**config.mk**
```make
export PLATFORM = sky130hd
export DESIGN_NAME = mult_dispatch
export DESIGN_NICKNAME = d
export VERILOG_FILES = /design/src/rtl/mult_dispatch.sv
export SDC_FILE = /design/constraint.sdc
export NUM_CORES = 1
export LEC_CHECK = 0
export ABC_AREA = 1
export BUFFER_PORTS_ARGS = -buffer_cell sky130_fd_sc_hd__buf_2
export CAP_MARGIN = 10
export CORE_AREA = 3 3 142 144
export DETAILED_ROUTE_END_ITERATION = 10
export DIE_AREA = 0 0 145 147
export PLACE_DENSITY_LB_ADDON = 0.1
export SLEW_MARGIN = 5
export SYNTH_ARGS = -nofsm -noshare
export SYNTH_HDL_FRONTEND = slang
export SYNTH_SLANG_ARGS = --single-unit
```
**constraint.sdc**
```tcl
create_clock -name clk_i -period 5.7 [get_ports clk_i]
set_clock_uncertainty 0.2 [all_clocks]
set_input_delay 0.57 -clock clk_i [delete_from_list [all_inputs] [get_ports clk_i]]
set_output_delay 0.57 -clock clk_i [all_outputs]
set_load 0.03 [all_outputs]
```
**src/rtl/mult_dispatch.sv**
```systemverilog
// mult_dispatch: issue-side initiator for the mult functional unit.
// Forwards MUL/DIV/REM class ops to the mult unit with a valid/ready handshake,
// collects its unstalled results into a credit-protected FIFO, and drains
// in-flight multiplier results after a flush.
// Optional feature macro: MULT_DISPATCH_BYPASS_EN (same-cycle result-to-writeback
// bypass when the FIFO is empty).
// fu_data layout (MSB..LSB): {operator[7:0], operand_a[XLEN-1:0], operand_b[XLEN-1:0], trans_id}
module mult_dispatch #(
  parameter int unsigned CVA6Cfg       = 32'd0,
  parameter int unsigned DEPTH         = 32'd4,
  parameter int unsigned MUL_LATENCY   = 32'd2,
  parameter int unsigned XLEN          = 32'd32,
  parameter int unsigned TRANS_ID_BITS = 32'd3,
  parameter int unsigned FU_DATA_W     = 32'd8 + 32'd2 * XLEN + TRANS_ID_BITS
) (
  input  logic                     clk_i,
  input  logic                     rst_ni,
  input  logic                     flush_i,
  input  logic                     issue_valid_i,
  output logic                     issue_ready_o,
  input  logic [FU_DATA_W-1:0]     issue_data_i,
  output logic [FU_DATA_W-1:0]     fu_data_o,
  output logic                     mult_valid_o,
  input  logic                     mult_ready_i,
  output logic                     mult_flush_o,
  input  logic                     result_valid_i,
  input  logic [XLEN-1:0]          result_i,
  input  logic [TRANS_ID_BITS-1:0] result_trans_id_i,
  output logic                     wb_valid_o,
  input  logic                     wb_ready_i,
  output logic [XLEN-1:0]          wb_result_o,
  output logic [TRANS_ID_BITS-1:0] wb_trans_id_o
);

  localparam int unsigned OP_W  = 32'd8;
  localparam int unsigned PTR_W = $clog2(DEPTH);
  localparam int unsigned CNT_W = $clog2(DEPTH) + 32'd1;
  localparam int unsigned DRN_W = $clog2(MUL_LATENCY + 32'd1);
  localparam int unsigned ENT_W = XLEN + TRANS_ID_BITS;

  // Operator encodings of the ops this unit understands
  localparam logic [7:0] OP_MUL    = 8'h01;
  localparam logic [7:0] OP_MULH   = 8'h02;
  localparam logic [7:0] OP_MULHU  = 8'h03;
  localparam logic [7:0] OP_MULHSU = 8'h04;
  localparam logic [7:0] OP_MULW   = 8'h05;
  localparam logic [7:0] OP_CLMUL  = 8'h06;
  localparam logic [7:0] OP_CLMULH = 8'h07;
  localparam logic [7:0] OP_CLMULR = 8'h08;
  localparam logic [7:0] OP_SMUL8  = 8'h09;
  localparam logic [7:0] OP_UMUL8  = 8'h0A;
  localparam logic [7:0] OP_DIV    = 8'h10;
  localparam logic [7:0] OP_DIVU   = 8'h11;
  localparam logic [7:0] OP_DIVW   = 8'h12;
  localparam logic [7:0] OP_DIVUW  = 8'h13;
  localparam logic [7:0] OP_REM    = 8'h14;
  localparam logic [7:0] OP_REMU   = 8'h15;
  localparam logic [7:0] OP_REMW   = 8'h16;
  localparam logic [7:0] OP_REMUW  = 8'h17;

  typedef enum logic [0:0] {RUN = 1'b0, DRAIN = 1'b1} state_e;

  // Core configuration is carried through for integration only
  if (CVA6Cfg != 32'd0) begin : g_cfg_passthrough
  end

  state_e                   state_r, state_next;
  logic [DRN_W-1:0]         drain_cnt_r, drain_cnt_next;
  logic [CNT_W-1:0]         inflight_r, count_r;
  logic [CNT_W:0]           used;
  logic [PTR_W-1:0]         wr_ptr_r, rd_ptr_r;
  logic [ENT_W-1:0]         mem_r [DEPTH];
  logic                     div_busy_r;
  logic [TRANS_ID_BITS-1:0] div_id_r;

  logic [OP_W-1:0]          op;
  logic [TRANS_ID_BITS-1:0] issue_id;
  logic                     is_mul, is_div, is_run, has_credit;
  logic                     fwd, accept, bypass, push, pop, fifo_empty;

  assign op       = issue_data_i[FU_DATA_W-1 -: OP_W];
  assign issue_id = issue_data_i[TRANS_ID_BITS-1:0];

  // Decode the operator into mul / div class; anything else is neither
  always_comb begin
    is_mul = 1'b0;
    is_div = 1'b0;
    case (op)
      OP_MUL, OP_MULH, OP_MULHU, OP_MULHSU, OP_MULW,
      OP_CLMUL, OP_CLMULH, OP_CLMULR, OP_SMUL8, OP_UMUL8: is_mul = 1'b1;
      OP_DIV, OP_DIVU, OP_DIVW, OP_DIVUW,
      OP_REM, OP_REMU, OP_REMW, OP_REMUW:                 is_div = 1'b1;
      default: begin
        is_mul = 1'b0;
        is_div = 1'b0;
      end
    endcase
  end

  // Credit: every forwarded op must have a FIFO slot waiting for its result
  assign used       = {1'b0, inflight_r} + {1'b0, count_r};
  assign has_credit = (used < (CNT_W + 32'd1)'(DEPTH));
  assign is_run     = (state_r == RUN);
  assign fifo_empty = (count_r == {CNT_W{1'b0}});

  assign issue_ready_o = is_run & ~flush_i & has_credit &
                         (is_mul | (mult_ready_i & ~div_busy_r));
  assign fwd           = issue_valid_i & issue_ready_o & (is_mul | is_div);
  assign mult_valid_o  = fwd;
  assign fu_data_o     = issue_data_i;
  assign mult_flush_o  = flush_i;

  // Results are only taken in RUN for ops we know are outstanding
  assign accept = result_valid_i & is_run & ~flush_i & (inflight_r != {CNT_W{1'b0}});

`ifdef MULT_DISPATCH_BYPASS_EN
  assign bypass = accept & fifo_empty & wb_ready_i;
`else
  assign bypass = 1'b0;
`endif

  assign push       = accept & ~bypass;
  assign pop        = ~fifo_empty & wb_ready_i;
  assign wb_valid_o = ~fifo_empty | bypass;

  // Writeback data: FIFO head, or the live result when bypassing
  always_comb begin
    wb_result_o   = mem_r[rd_ptr_r][XLEN-1:0];
    wb_trans_id_o = mem_r[rd_ptr_r][ENT_W-1:XLEN];
    if (bypass) begin
      wb_result_o   = result_i;
      wb_trans_id_o = result_trans_id_i;
    end else begin
      wb_result_o   = mem_r[rd_ptr_r][XLEN-1:0];
      wb_trans_id_o = mem_r[rd_ptr_r][ENT_W-1:XLEN];
    end
  end

  // Next state: flush always (re)enters DRAIN for the full multiplier latency
  always_comb begin
    state_next     = state_r;
    drain_cnt_next = drain_cnt_r;
    if (flush_i) begin
      state_next     = DRAIN;
      drain_cnt_next = DRN_W'(MUL_LATENCY);
    end else begin
      case (state_r)
        RUN: begin
          state_next     = RUN;
          drain_cnt_next = {DRN_W{1'b0}};
        end
        DRAIN: begin
          if (drain_cnt_r <= DRN_W'(1'b1)) begin
            state_next     = RUN;
            drain_cnt_next = {DRN_W{1'b0}};
          end else begin
            state_next     = DRAIN;
            drain_cnt_next = drain_cnt_r - DRN_W'(1'b1);
          end
        end
        default: begin
          state_next     = RUN;
          drain_cnt_next = {DRN_W{1'b0}};
        end
      endcase
    end
  end

  // FSM state and drain counter registers
  always_ff @(posedge clk_i or negedge rst_ni) begin
    if (!rst_ni) begin
      state_r     <= RUN;
      drain_cnt_r <= {DRN_W{1'b0}};
    end else begin
      state_r     <= state_next;
      drain_cnt_r <= drain_cnt_next;
    end
  end

  // In-flight counter: +1 per forwarded op, -1 per accepted result
  always_ff @(posedge clk_i or negedge rst_ni) begin
    if (!rst_ni) begin
      inflight_r <= {CNT_W{1'b0}};
    end else if (flush_i) begin
      inflight_r <= {CNT_W{1'b0}};
    end else begin
      case ({fwd, accept})
        2'b10:   inflight_r <= inflight_r + CNT_W'(1'b1);
        2'b01:   inflight_r <= inflight_r - CNT_W'(1'b1);
        default: inflight_r <= inflight_r;
      endcase
    end
  end

  // Single outstanding divide tracking; the divider is not pipelined
  always_ff @(posedge clk_i or negedge rst_ni) begin
    if (!rst_ni) begin
      div_busy_r <= 1'b0;
      div_id_r   <= {TRANS_ID_BITS{1'b0}};
    end else if (flush_i) begin
      div_busy_r <= 1'b0;
    end else if (fwd && is_div) begin
      div_busy_r <= 1'b1;
      div_id_r   <= issue_id;
    end else if (result_valid_i && (result_trans_id_i == div_id_r)) begin
      div_busy_r <= 1'b0;
    end else begin
      div_busy_r <= div_busy_r;
    end
  end

  // Result FIFO: storage, pointers and occupancy; flush discards contents
  always_ff @(posedge clk_i or negedge rst_ni) begin
    if (!rst_ni) begin
      wr_ptr_r <= {PTR_W{1'b0}};
      rd_ptr_r <= {PTR_W{1'b0}};
      count_r  <= {CNT_W{1'b0}};
      for (int unsigned i = 0; i < DEPTH; i++) begin
        mem_r[i] <= {ENT_W{1'b0}};
      end
    end else if (flush_i) begin
      wr_ptr_r <= {PTR_W{1'b0}};
      rd_ptr_r <= {PTR_W{1'b0}};
      count_r  <= {CNT_W{1'b0}};
    end else begin
      if (push) begin
        mem_r[wr_ptr_r] <= {result_trans_id_i, result_i};
        wr_ptr_r        <= wr_ptr_r + PTR_W'(1'b1);
      end
      if (pop) begin
        rd_ptr_r <= rd_ptr_r + PTR_W'(1'b1);
      end
      case ({push, pop})
        2'b10:   count_r <= count_r + CNT_W'(1'b1);
        2'b01:   count_r <= count_r - CNT_W'(1'b1);
        default: count_r <= count_r;
      endcase
    end
  end

  // Credit accounting must make a push into a full FIFO impossible
  a_no_overflow: assert property (@(posedge clk_i) disable iff (!rst_ni)
    !(push && !pop && (count_r == CNT_W'(DEPTH))));

endmodule

```
Word level (Yosys, flattened, before mapping) --
Cells that the tools add are included.
Storage, ports and cells: bits in registers 157, input port bits 117, output and inout port bits 114, logic and storage cells 105
Operators by class: add/sub/neg operators 8, $lt $le $gt $ge 5, equal/unequal tests 23, multiplexer cells 25, bitwise operators 18, reduce and logical (&&, ||, !) cells 14
Operators with widths (number):
- 140-bit bitwise mux | 1
- 35-bit 2-to-1 mux | 3
- 35-bit binary-select mux with 2-bit select | 1
- 35-bit demux with 2-bit select | 1
- 8-bit by 5-bit equality test with 1-bit output, second input constant | 8
- 8-bit by 3-bit equality test with 1-bit output, second input constant | 4
- 8-bit by 4-bit equality test with 1-bit output, second input constant | 3
- 8-bit by 2-bit equality test with 1-bit output, second input constant | 2
- 2-bit 2-to-1 mux | 6
- 3-bit case mux with 2 select lines | 2
- 3-bit nonzero test | 4
- 1-bit AND | 10
- 10-bit OR reduction | 1
- 8-bit by 1-bit equality test with 1-bit output, second input constant | 1
- 8-bit OR reduction | 1
- 1-bit 2-to-1 mux | 7
- 3-bit by 1-bit adder with 3-bit output, second input constant | 2
- 3-bit greater-or-equal comparator, second input constant | 2
- 3-bit 2-to-1 mux | 2
- 2-bit inverter with 3-bit output | 2
- 3-bit by 1-bit subtractor with 3-bit output, second input constant | 2
- 2-bit by 1-bit adder with 2-bit output, second input constant | 2
- 3-bit by 3-bit adder with 4-bit output | 1
- 2-bit by 1-bit equality test with 1-bit output, second input constant | 2
- 14 further kinds | 23

Longest topological paths before layout --
Gate-level depths: netlist (run 1).
word-level depth 10, gate-level depth with buffers 16, mapped depth without buffers 16

Worst setup path after synthesis (run 1) --
No wires, ideal clock.
path type register -> register, from reg inflight_r[2], to reg inflight_r[2], library setup time 118 ps, data arrival time 2265 ps, data required time 5382 ps, path slack 3117 ps, cell stages (with the launch flop) 16, buffers on the path 0, clock period less this slack 2583 ps, path through dfrtp_1 ha_1 nor2_1 nand3_1 nor2_1 nand2_1 inv_1 nand2_1 nand2_1 inv_1 fa_1 xnor2_1 nand3b_1 nand2_1 inv_1 nand2_1
Between the ends: word-level cells in the longest chain between the ends 9, elaborated cells between the ends (all ways) 15, classes of those cells add/sub: 3; order compare: 1; eq/ne: 2; mux: 2; bitwise: 5; reduce/logical: 2
RTL lines:
- from (decl) | line 69 | logic [CNT_W-1:0] inflight_r, count_r;
- from (signal assigned) | line 183 | inflight_r <= {CNT_W{1'b0}};
- from (signal assigned) | line 185 | inflight_r <= {CNT_W{1'b0}};
- from (signal assigned) | line 188 | 2'b10: inflight_r <= inflight_r + CNT_W'(1'b1);
- 3-bit by 3-bit adder with 4-bit output (*) | line 101 | assign used = {1'b0, inflight_r} + {1'b0, count_r};
- 4-bit by 3-bit less-than comparator with 1-bit output (*) | line 102 | assign has_credit = (used < (CNT_W + 32'd1)'(DEPTH));
- 1-bit AND (*) (2 in series) | line 106 | assign issue_ready_o = is_run & ~flush_i & has_credit &
- named net issue_ready_o | line 20 | output logic issue_ready_o,
- 1-bit AND (*) (2 in series) | line 108 | assign fwd = issue_valid_i & issue_ready_o & (is_mul | is_div);
- 2-bit by 1-bit equality test with 1-bit output or 2-bit equality test (tied branches) | line 187 | case ({fwd, accept})
- 3-bit case mux with 2 select lines | line 187
- 3-bit 2-to-1 mux | line 184 | end else if (flush_i) begin
The timed path passes the listed nets; every way through them passes the cells marked *. A chain may end at the register's enable or synchronous reset.

Worst setup path in the final report (run 1) --
from reg rd_ptr_r[0], to out wb_result_o[13]
Between the ends: word-level cells in the longest chain between the ends 4
RTL lines:
- from (decl) | line 71 | logic [PTR_W-1:0] wr_ptr_r, rd_ptr_r;
- from (signal assigned) | line 216 | rd_ptr_r <= {PTR_W{1'b0}};
- from (signal assigned) | line 223 | rd_ptr_r <= {PTR_W{1'b0}};
- from (signal assigned) | line 231 | rd_ptr_r <= rd_ptr_r + PTR_W'(1'b1);
- 2-bit inverter with 3-bit output (implied by the code) | line 134 | wb_result_o = mem_r[rd_ptr_r][XLEN-1:0];
- 35-bit binary-select mux with 2-bit select | line 134
- 35-bit 2-to-1 mux (2 in series)
- to (decl) | line 31 | output logic [XLEN-1:0] wb_result_o,
No other way between the ends. The select of a mux whose other input is x is not followed.

==> reports/results.tsv, run 1 <==
metric	value	unit
wl_met3	811	µm
route.met2.wl	8.41	mm
critPathMaxStageDelay	0.53	ns
crit_required	4.93	ns
grt_usage	17.7	%
hold_viol	1	
die_area	0.0213	mm²
dr.pass1.iters	4	
path_clk_slew	0.07	ns
max_slew_margin	35.6	%
grt_max_degree	88	
rows	50	
ys_async_sr_fraction	100	%
ys.flop_type	dfrtp_1	
cp_cell_sequence	inv_2 > buf_4 > o21ai_0 > o22ai_1 > buf_2	
period_needed	3.17	ns
cts_buffers	17	
vias	5216	
p_seq_share	33.4	%
h-tree-depth	4	
dp_hpwl	10.5	mm
synth_edf_count	0	
diodes	0	
yosysSeqAreaShare	46.5	%
finalCritPeriodShare	55.6	%
routed_wl	18.2	mm
rsz0062_at_grt	false	
r2r_cells	15	
die_width	145	µm
power_switching	1.60	mW
switching_share	38.4	%
cts_tree	done	
cts.sinks	157	
layout.nets	855	
post_cts_resized	0	
avgSynthCellArea	11.8	µm²
syn_inst	715	
synth_area	0.00845	mm²
top_layer_used	met4	
post_cts_buffers	0	
min_path_type	in -> async	
outcome	finished, violations left	
synth_top_area_share	46.5	%
yosys_register_bits	157	
p_leak	4.56	nW
synth_cell_types	27	
clkPwrFrac	28.2	%
crit_path_end_kind	primary output	
met1_length	8.75	mm
synthTopCellsByArea	dfrtp_1 46%, mux2_4 21%, buf_4 6.8%	
failed_checks	hold timing	
die_h	147	µm
avgRoutedWirePerCell	18.2	µm
drc	0	
syn_nets	840	
core_area	0.0188	mm²
crit_arrival	2.40	ns
finalPower	4.18	mW
layout-area-overhead-vs-synth	6.93	%
vias_per_cell	5.21	
start_kind	flip-flop	
hold_ws	-0.00671	ns
setup.worst_path.class	reg -> out	
ctsHoldBuffers	0	
tns	0	ns
fmax	316	MHz
power_density	462	mW/mm²
drive_above_1_share	38.5	%
cp_slowest_cell	buf_4	
synth_warnings	0	
worstMarginPinSlew	0.966	ns
io_buffer_count	102	
overflow	0	
grt_pass1_vias	5651	
slew_viol_final	0	
yosysTopAreaCell	dfrtp_1	
initial_utilization	44.9	%
cts_buffer_depth	2	
drt_iter0_markers	294	
p_int	2.57	mW
peakVddDrop	241	µV
setup_viol	0	
grt_pass1_wl	30.2	mm
path_max_fanout	46	
drv_cap	0	
ant_nets	0	
place.gp.congestion	0.788	
worstSkewPairLatency	0.42	ns
cts-root-buf	clkbuf_16	
antenna_found_initial	0	
io_pins	231	
combPwrFrac	38.4	%
n_fill_cell	1703	
power groups by stage:
stage          Sequential (mW)  Clock, mW  Combinational, mW
6_report                  1.39       1.18               1.60
5_1_grt                   1.42       1.26               1.75
4_1_cts                   1.40       1.21               1.63
3_5_place_dp              1.41          0               1.62
3_3_place_gp              1.41          0               1.60
2_1_floorplan             1.38          0               1.27
stage by stage:
step | std cells | cell area (µm²) | setup slack, ns | utilization, %
3_3_place_gp | 971 | 8430 | 2.98 | 44.8
2_1_floorplan | 715 | 8450 | 3.12 | -
5_1_grt | 1002 | 9040 | 2.39 | 48.0
6_report | 1002 | 9040 | 2.53 | 48.0
4_1_cts | 1002 | 9040 | 2.51 | 48.0
3_5_place_dp | 971 | 8430 | 2.98 | 44.8
final timing paths:
path | start | endpoint | slack, ns
min | rst_ni | mem_r[17] | -0.007
max in group asynchronous | rst_ni | div_id_r[2] | 3.82
min in group clk_i | issue_data_i[2] | div_id_r[2] | 0.19
min reg2reg | drain_cnt_r[0] | drain_cnt_r[0] | 0.25
max reg2reg | inflight_r[2] | inflight_r[2] | 3.07
max | rd_ptr_r[0] | wb_result_o[13] | 2.53
state kept, by name, summed over array words and instances, names as in the netlist:
signal       flops
div_id_r         3
drain_cnt_r      2
state_r          1
wr_ptr_r         2
rd_ptr_r         2
inflight_r       3
count_r          3
div_busy_r       1
mem_r          140
synthesized netlist by cell type, types with 6 or more instances:
| master | instances |
|---|---|
| nor2_1 | 81 |
| buf_12 | 12 |
| buf_4 | 76 |
| dfrtp_1 | 157 |
| o22ai_1 | 35 |
| ha_1 | 6 |
| clkbuf_1 | 22 |
| inv_1 | 28 |
| o21ai_0 | 77 |
| nand3_1 | 15 |
| nand2_1 | 39 |
| mux2_2 | 20 |
| mux2_4 | 120 |
cell type report:
type / count / area, µm² / share of cell area [%]
Multi-Input combinational cell: 418 / 3510 / 38.8
Inverter: 29 / 109 / 1.20
Tap cell: 260 / 325 / 3.60
Timing Repair Buffer: 107 / 554 / 6.13
Clock inverter: 10 / 139 / 1.54
Sequential cell: 157 / 3930 / 43.5
Clock buffer: 21 / 470 / 5.21
layer usage:
layer / vias to the layer above / track usage, %
met1: 2644 / 24.1
li1: 2393 / -
met4: 0 / 5.51
met2: 145 / 27.5
met5: - / 0
met3: 34 / 5.03
layout by cell type (no fill, tap or decap), drive strengths merged:
master,count
nand2,40
clkinv,6
o22ai,35
nand4,4
nor2,85
a21oi,4
clkinvlp,1
buf,107
nand3,15
dfrtp,157
xor2,1
mux2,140
xnor2,4
ha,6
clkbuf,21
bufinv,3
nor3,2
inv,29
or3,1
o21ai,77
o21a,1
fa,2
nand3b,1
critical path: cells and delay by family (launching register included):
family	cells	cell delay, ns
buf+inv	3	1.16
flops	1	0.40
compound gates	2	0.40
cells by family (layout without fill, tap and decap cells):
logic type / count (synthesis) / in the layout / synth area share (%)
compound gates: 117 / 117 / 7.48
xor+xnor: 5 / 5 / 0.518
fa+ha+maj: 8 / 8 / 1.36
buf+inv: 140 / 167 / 12.0
flops: 157 / 157 / 46.5
mux: 140 / 140 / 24.0
simple gates: 148 / 148 / 8.17
(Power assumes the default switching activity.)
==> run 2: changes to the inputs <==
- clock period: 5.7 -> 2.6 ns (I/O delays scaled with it)
==> run 2 against run 1 <==
The flow now finishes without violations. Hold slack better by 0.13 ns. Wire length rose by 2.6%. Design area increased by 8.9%. Critical path type unchanged. Critical endpoint is now wb_result_o[30]. Largest cell class unchanged.
==> reports/results.tsv, run 2 (same netlist as run 1, synthesis figures left out) <==
metric	value	unit
switching_share	37.6	%
start_kind	flip-flop	
dp_hpwl	11.5	mm
cts_buffers	17	
grt_max_degree	63	
min_path_type	in -> reg	
setup_slack	0.0779	ns
max_slew_margin	59.0	%
slew_viol_final	0	
combPwrFrac	38.4	%
crit_path_end_kind	primary output	
path_clk_slew	0.06	ns
peakVddDrop	618	µV
crit_required	2.14	ns
overflow	0	
largest_reg_flops	140	
grt_usage	18.0	%
fmax	396	MHz
setup.worst_path.class	reg -> out	
place.gp.congestion	0.754	
grt_pass1_vias	5710	
die_width	145	µm
drc	0	
worstSkewPairLatency	0.42	ns
tns	0	ns
path_max_fanout	25	
antenna_found_initial	0	
hold_viol	0	
avgRoutedWirePerCell	17.5	µm
cts-root-buf	clkbuf_16	
p_leak	4.89	nW
cts.sinks	157	
cts_buffer_depth	2	
vias_per_cell	5.12	
vias	5470	
setup_viol	0	
grt_pass1_wl	30.8	mm
top_register	mem_r	
drv_cap	0	
drt_iter0_markers	270	
core_area	0.0188	mm²
rsz0062_at_grt	true	
hold_ws	0.124	ns
cts_tree	done	
p_int	5.92	mW
ant_nets	0	
io_pins	231	
worstMarginPinSlew	0.614	ns
diodes	0	
crit_arrival	2.06	ns
rows	50	
initial_utilization	44.9	%
power_density	964	mW/mm²
routed_wl	18.7	mm
h-tree-depth	4	
finalCritPeriodShare	97.0	%
die_area	0.0213	mm²
period_needed	2.52	ns
final_common_cell	dfrtp_1	
clkPwrFrac	29.0	%
p_seq_share	32.7	%
outcome	completed	
fin_area	0.00984	mm²
preCtsSetupSlack	0.0775	ns
layout.nets	920	
dr.pass1.iters	4	
die_h	147	µm
io_buffer_count	102	
final_cell_mix	155 x dfrtp_1, 120 x mux2_4, 101 x buf_2	
place_area	0.00870	mm²
drive_above_1_share	39.4	%
power_switching	3.57	mW
layout-area-overhead-vs-synth	16.5	%
[run 2: cell count changes in the layout (fill, tap and decap cells not counted), moves of 2 or more]
cell / delta
inv_2: +2
inv_1: -3
clkinv_2: -2
nand2_2: +2
clkbuf_8: +2
dlygate4sd3_1: +42
clkinv_4: -2
buf_4: +12
inv_6: +2
nand2_1: -2
buf_12: +11
[run 2: layout make-up]
cell class	instances	area (µm²)
multi-input combinational	418	3540
tap	260	325
timing repair buffer	172	1280
clock inverter	8	151
sequential	157	3930
clock buffer	24	502
fill	1663	8990
inverter	29	113
[run 2: path summary, 6_finish.rpt]
| path | from | to | slack, ns | cells past startpoint |
|---|---|---|---|---|
| hold / removal | issue_valid_i | div_id_r[1] | 0.12 | 6 |
| setup reg to reg | inflight_r[2] | inflight_r[2] | 0.11 | 12 |
| setup / recovery | rd_ptr_r[0] | wb_result_o[30] | 0.08 | 4 |
| max in group asynchronous | rst_ni | inflight_r[2] | 1.31 | 3 |
| hold reg to reg | drain_cnt_r[0] | drain_cnt_r[0] | 0.24 | 1 |
| min in group asynchronous | rst_ni | mem_r[120] | 0.21 | 2 |
[run 2: critical path, cell delays in order (launching register included)]
cell     delay (ns)
dfrtp_2        0.59
buf_4          0.37
o21ai_0        0.14
o22ai_1        0.28
buf_2          0.26
[run 2: layer usage]
layer,up-vias,global-route usage (%),part of all wire (%)
li1,2519,-,-
met1,2760,25.0,48
met2,153,28.3,47
met3,38,3.82,3.9
met4,0,6.03,1.5
met5,-,0,0
[run 2: what timing repair did]
item,4_1_cts,5_1_grt
resized for setup,0,9
endpoints found under the setup margin,0,1
endpoints found under the hold margin,205,0
hold buffers,42,0
buffers inserted,0,5
[run 2: metrics by stage]
| stage | util (%) | std cells | total power [mW] |
|---|---|---|---|
| 2_1_floorplan | - | 715 | 5.82 |
| 3_3_place_gp | 46.2 | 989 | 6.66 |
| 3_5_place_dp | 46.2 | 989 | 6.72 |
| 4_1_cts | 51.9 | 1063 | 9.55 |
| 5_1_grt | 52.3 | 1068 | 10.0 |
| 6_report | 52.3 | 1068 | 9.49 |
[run 2: power by group through the flow]
stage	sequential (mW)	combinational, mW	clock [mW]
6_report	3.10	3.64	2.75
5_1_grt	3.16	3.92	2.91
4_1_cts	3.09	3.65	2.81
3_5_place_dp	3.13	3.58	0
3_3_place_gp	3.11	3.55	0
2_1_floorplan	3.03	2.79	0
==> run 3: changes to the inputs <==
- RECOVER_POWER: unset -> 25
==> run 3 against run 2 <==
The run now ends with capacitance limit, slew limit left. Power about the same. Clock power about the same. Hold slack improved by 0.0017 ns. Critical path type unchanged. Critical endpoint unchanged.
==> reports/results.tsv, run 3 (same netlist as run 1, synthesis figures left out) <==
metric	value	unit
clkPwrFrac	29.0	%
hold_end	div_id_r[1]	
h-tree-depth	4	
grt_usage	18.0	%
setup.worst_path.class	reg -> out	
start_kind	flip-flop	
worstMarginPinSlew	1.66	ns
vias_per_cell	5.10	
layout-area-overhead-vs-synth	16.3	%
power_density	965	mW/mm²
grt_pass1_wl	30.8	mm
outcome	finished, violations left	
drv_cap	1	
drt_iter0_markers	270	
routed_wl	18.7	mm
path_clk_slew	0.06	ns
use_met2	28.3	%
hp-start	issue_valid_i	
cts_buffers	17	
drc	0	
power_switching	3.57	mW
placed_cells	989	
crit_arrival	2.06	ns
worstSkewPairLatency	0.42	ns
r2r_cells	12	
largest_reg_flops	140	
failed_checks	capacitance limit, slew limit	
finalCritPeriodShare	97.0	%
gr-usage-met1	25.0	%
hold_viol	0	
hold_ws	0.126	ns
p_int	5.91	mW
cts.sinks	157	
crit_path_end_kind	primary output	
diodes	0	
p_seq_share	32.7	%
overflow	0	
cts_tree	done	
peakVddDrop	618	µV
min_path_cells	6	
rrSetupSlack	0.11	ns
crit_required	2.14	ns
combPwrFrac	38.3	%
fmax	397	MHz
ant_nets	0	
reg2reg_to	inflight_r[2]	
fin_area	0.00983	mm²
rsz0062_at_grt	true	
p_leak	4.87	nW
die_area	0.0213	mm²
max_slew_margin	-10.6	%
layout.nets	920	
die_h	147	µm
place_area	0.00870	mm²
grt_use_met3	3.82	%
path_max_fanout	25	
slew_viol_final	61	
setup_viol	0	
dr.pass1.iters	4	
period_needed	2.52	ns
die_width	145	µm
grt_max_degree	63	
drive_above_1_share	38.4	%
rows	50	
regToRegStartpoint	inflight_r[2]	
final_cell_mix	155 x dfrtp_1, 120 x mux2_4, 93 x buf_2	
cts_buffer_depth	2	
avgRoutedWirePerCell	17.5	µm
initial_utilization	44.9	%
top_register	mem_r	
core_area	0.0188	mm²
top_usage_layer	met2	
cts-root-buf	clkbuf_16	
antenna_found_initial	0	
dp_hpwl	11.5	mm
grt_pass1_vias	5710	
vias	5450	
finalPower	9.48	mW
min_path_type	in -> reg	
place.gp.congestion	0.754	
io_pins	231	
switching_share	37.6	%
finalNonFillerCells	1068	
final_common_cell	dfrtp_1	
io_buffer_count	102	
run 3: through the flow:
| stage | setup TNS (ns) | util [%] | setup WS, ns |
|---|---|---|---|
| final | 0 | 52.2 | 0.0780 |
| after global placement | 0 | 46.2 | 0.169 |
| after global routing | -0.0329 | 52.2 | -0.0329 |
| after detailed placement | 0 | 46.2 | 0.0775 |
| after floorplan | 0 | - | 0.0168 |
| after CTS | 0 | 51.9 | 0.0484 |
run 3: timing repair:
action / in CTS / in global routing
buffers inserted: 0 / 5
resized for setup: 0 / 9
setup endpoints to repair: 0 / 1
hold buffers: 42 / 0
endpoints found under the hold margin: 205 / 0
run 3: worst max-delay path, cell delays in order, from the launching register on:
cell,delay [ns]
dfrtp_2,0.59
buf_4,0.37
o21ai_0,0.14
o22ai_1,0.28
buf_2,0.26
run 3: cell type report:
class,instances,area [µm²]
Clock buffer,24,502
Tap cell,260,325
Multi-Input combinational cell,418,3540
Sequential cell,157,3930
Inverter,29,113
Timing Repair Buffer,172,1270
Fill cell,1668,9000
Clock inverter,8,151
run 3: routing by layer:
| metal | share of wire (%) | routed length, µm |
|---|---|---|
| met3 | 3.8 | 710 |
| met5 | 0 | 0 |
| met1 | 48 | 8870 |
| met2 | 47 | 8800 |
| met4 | 1.5 | 283 |
run 3: worst max path at each step:
| stage | startpoint | endpoint | slack [ns] | cells past startpoint |
|---|---|---|---|---|
| after floorplan | inflight_r[2] | inflight_r[2] | 0.02 | 15 |
| after global placement | inflight_r[2] | inflight_r[2] | 0.17 | 15 |
| after detailed placement | inflight_r[2] | inflight_r[2] | 0.08 | 15 |
| after CTS | inflight_r[2] | inflight_r[2] | 0.05 | 15 |
| after global routing | count_r[2] | inflight_r[2] | -0.03 | 15 |
| final | rd_ptr_r[0] | wb_result_o[30] | 0.08 | 4 |
run 3: power groups by stage:
stage	Clock [mW]	Combinational (mW)	Sequential, mW
floorplan	0	2.79	3.03
global placement	0	3.55	3.11
detailed placement	0	3.58	3.13
CTS	2.81	3.65	3.09
global route	2.91	3.92	3.16
finish	2.75	3.64	3.10
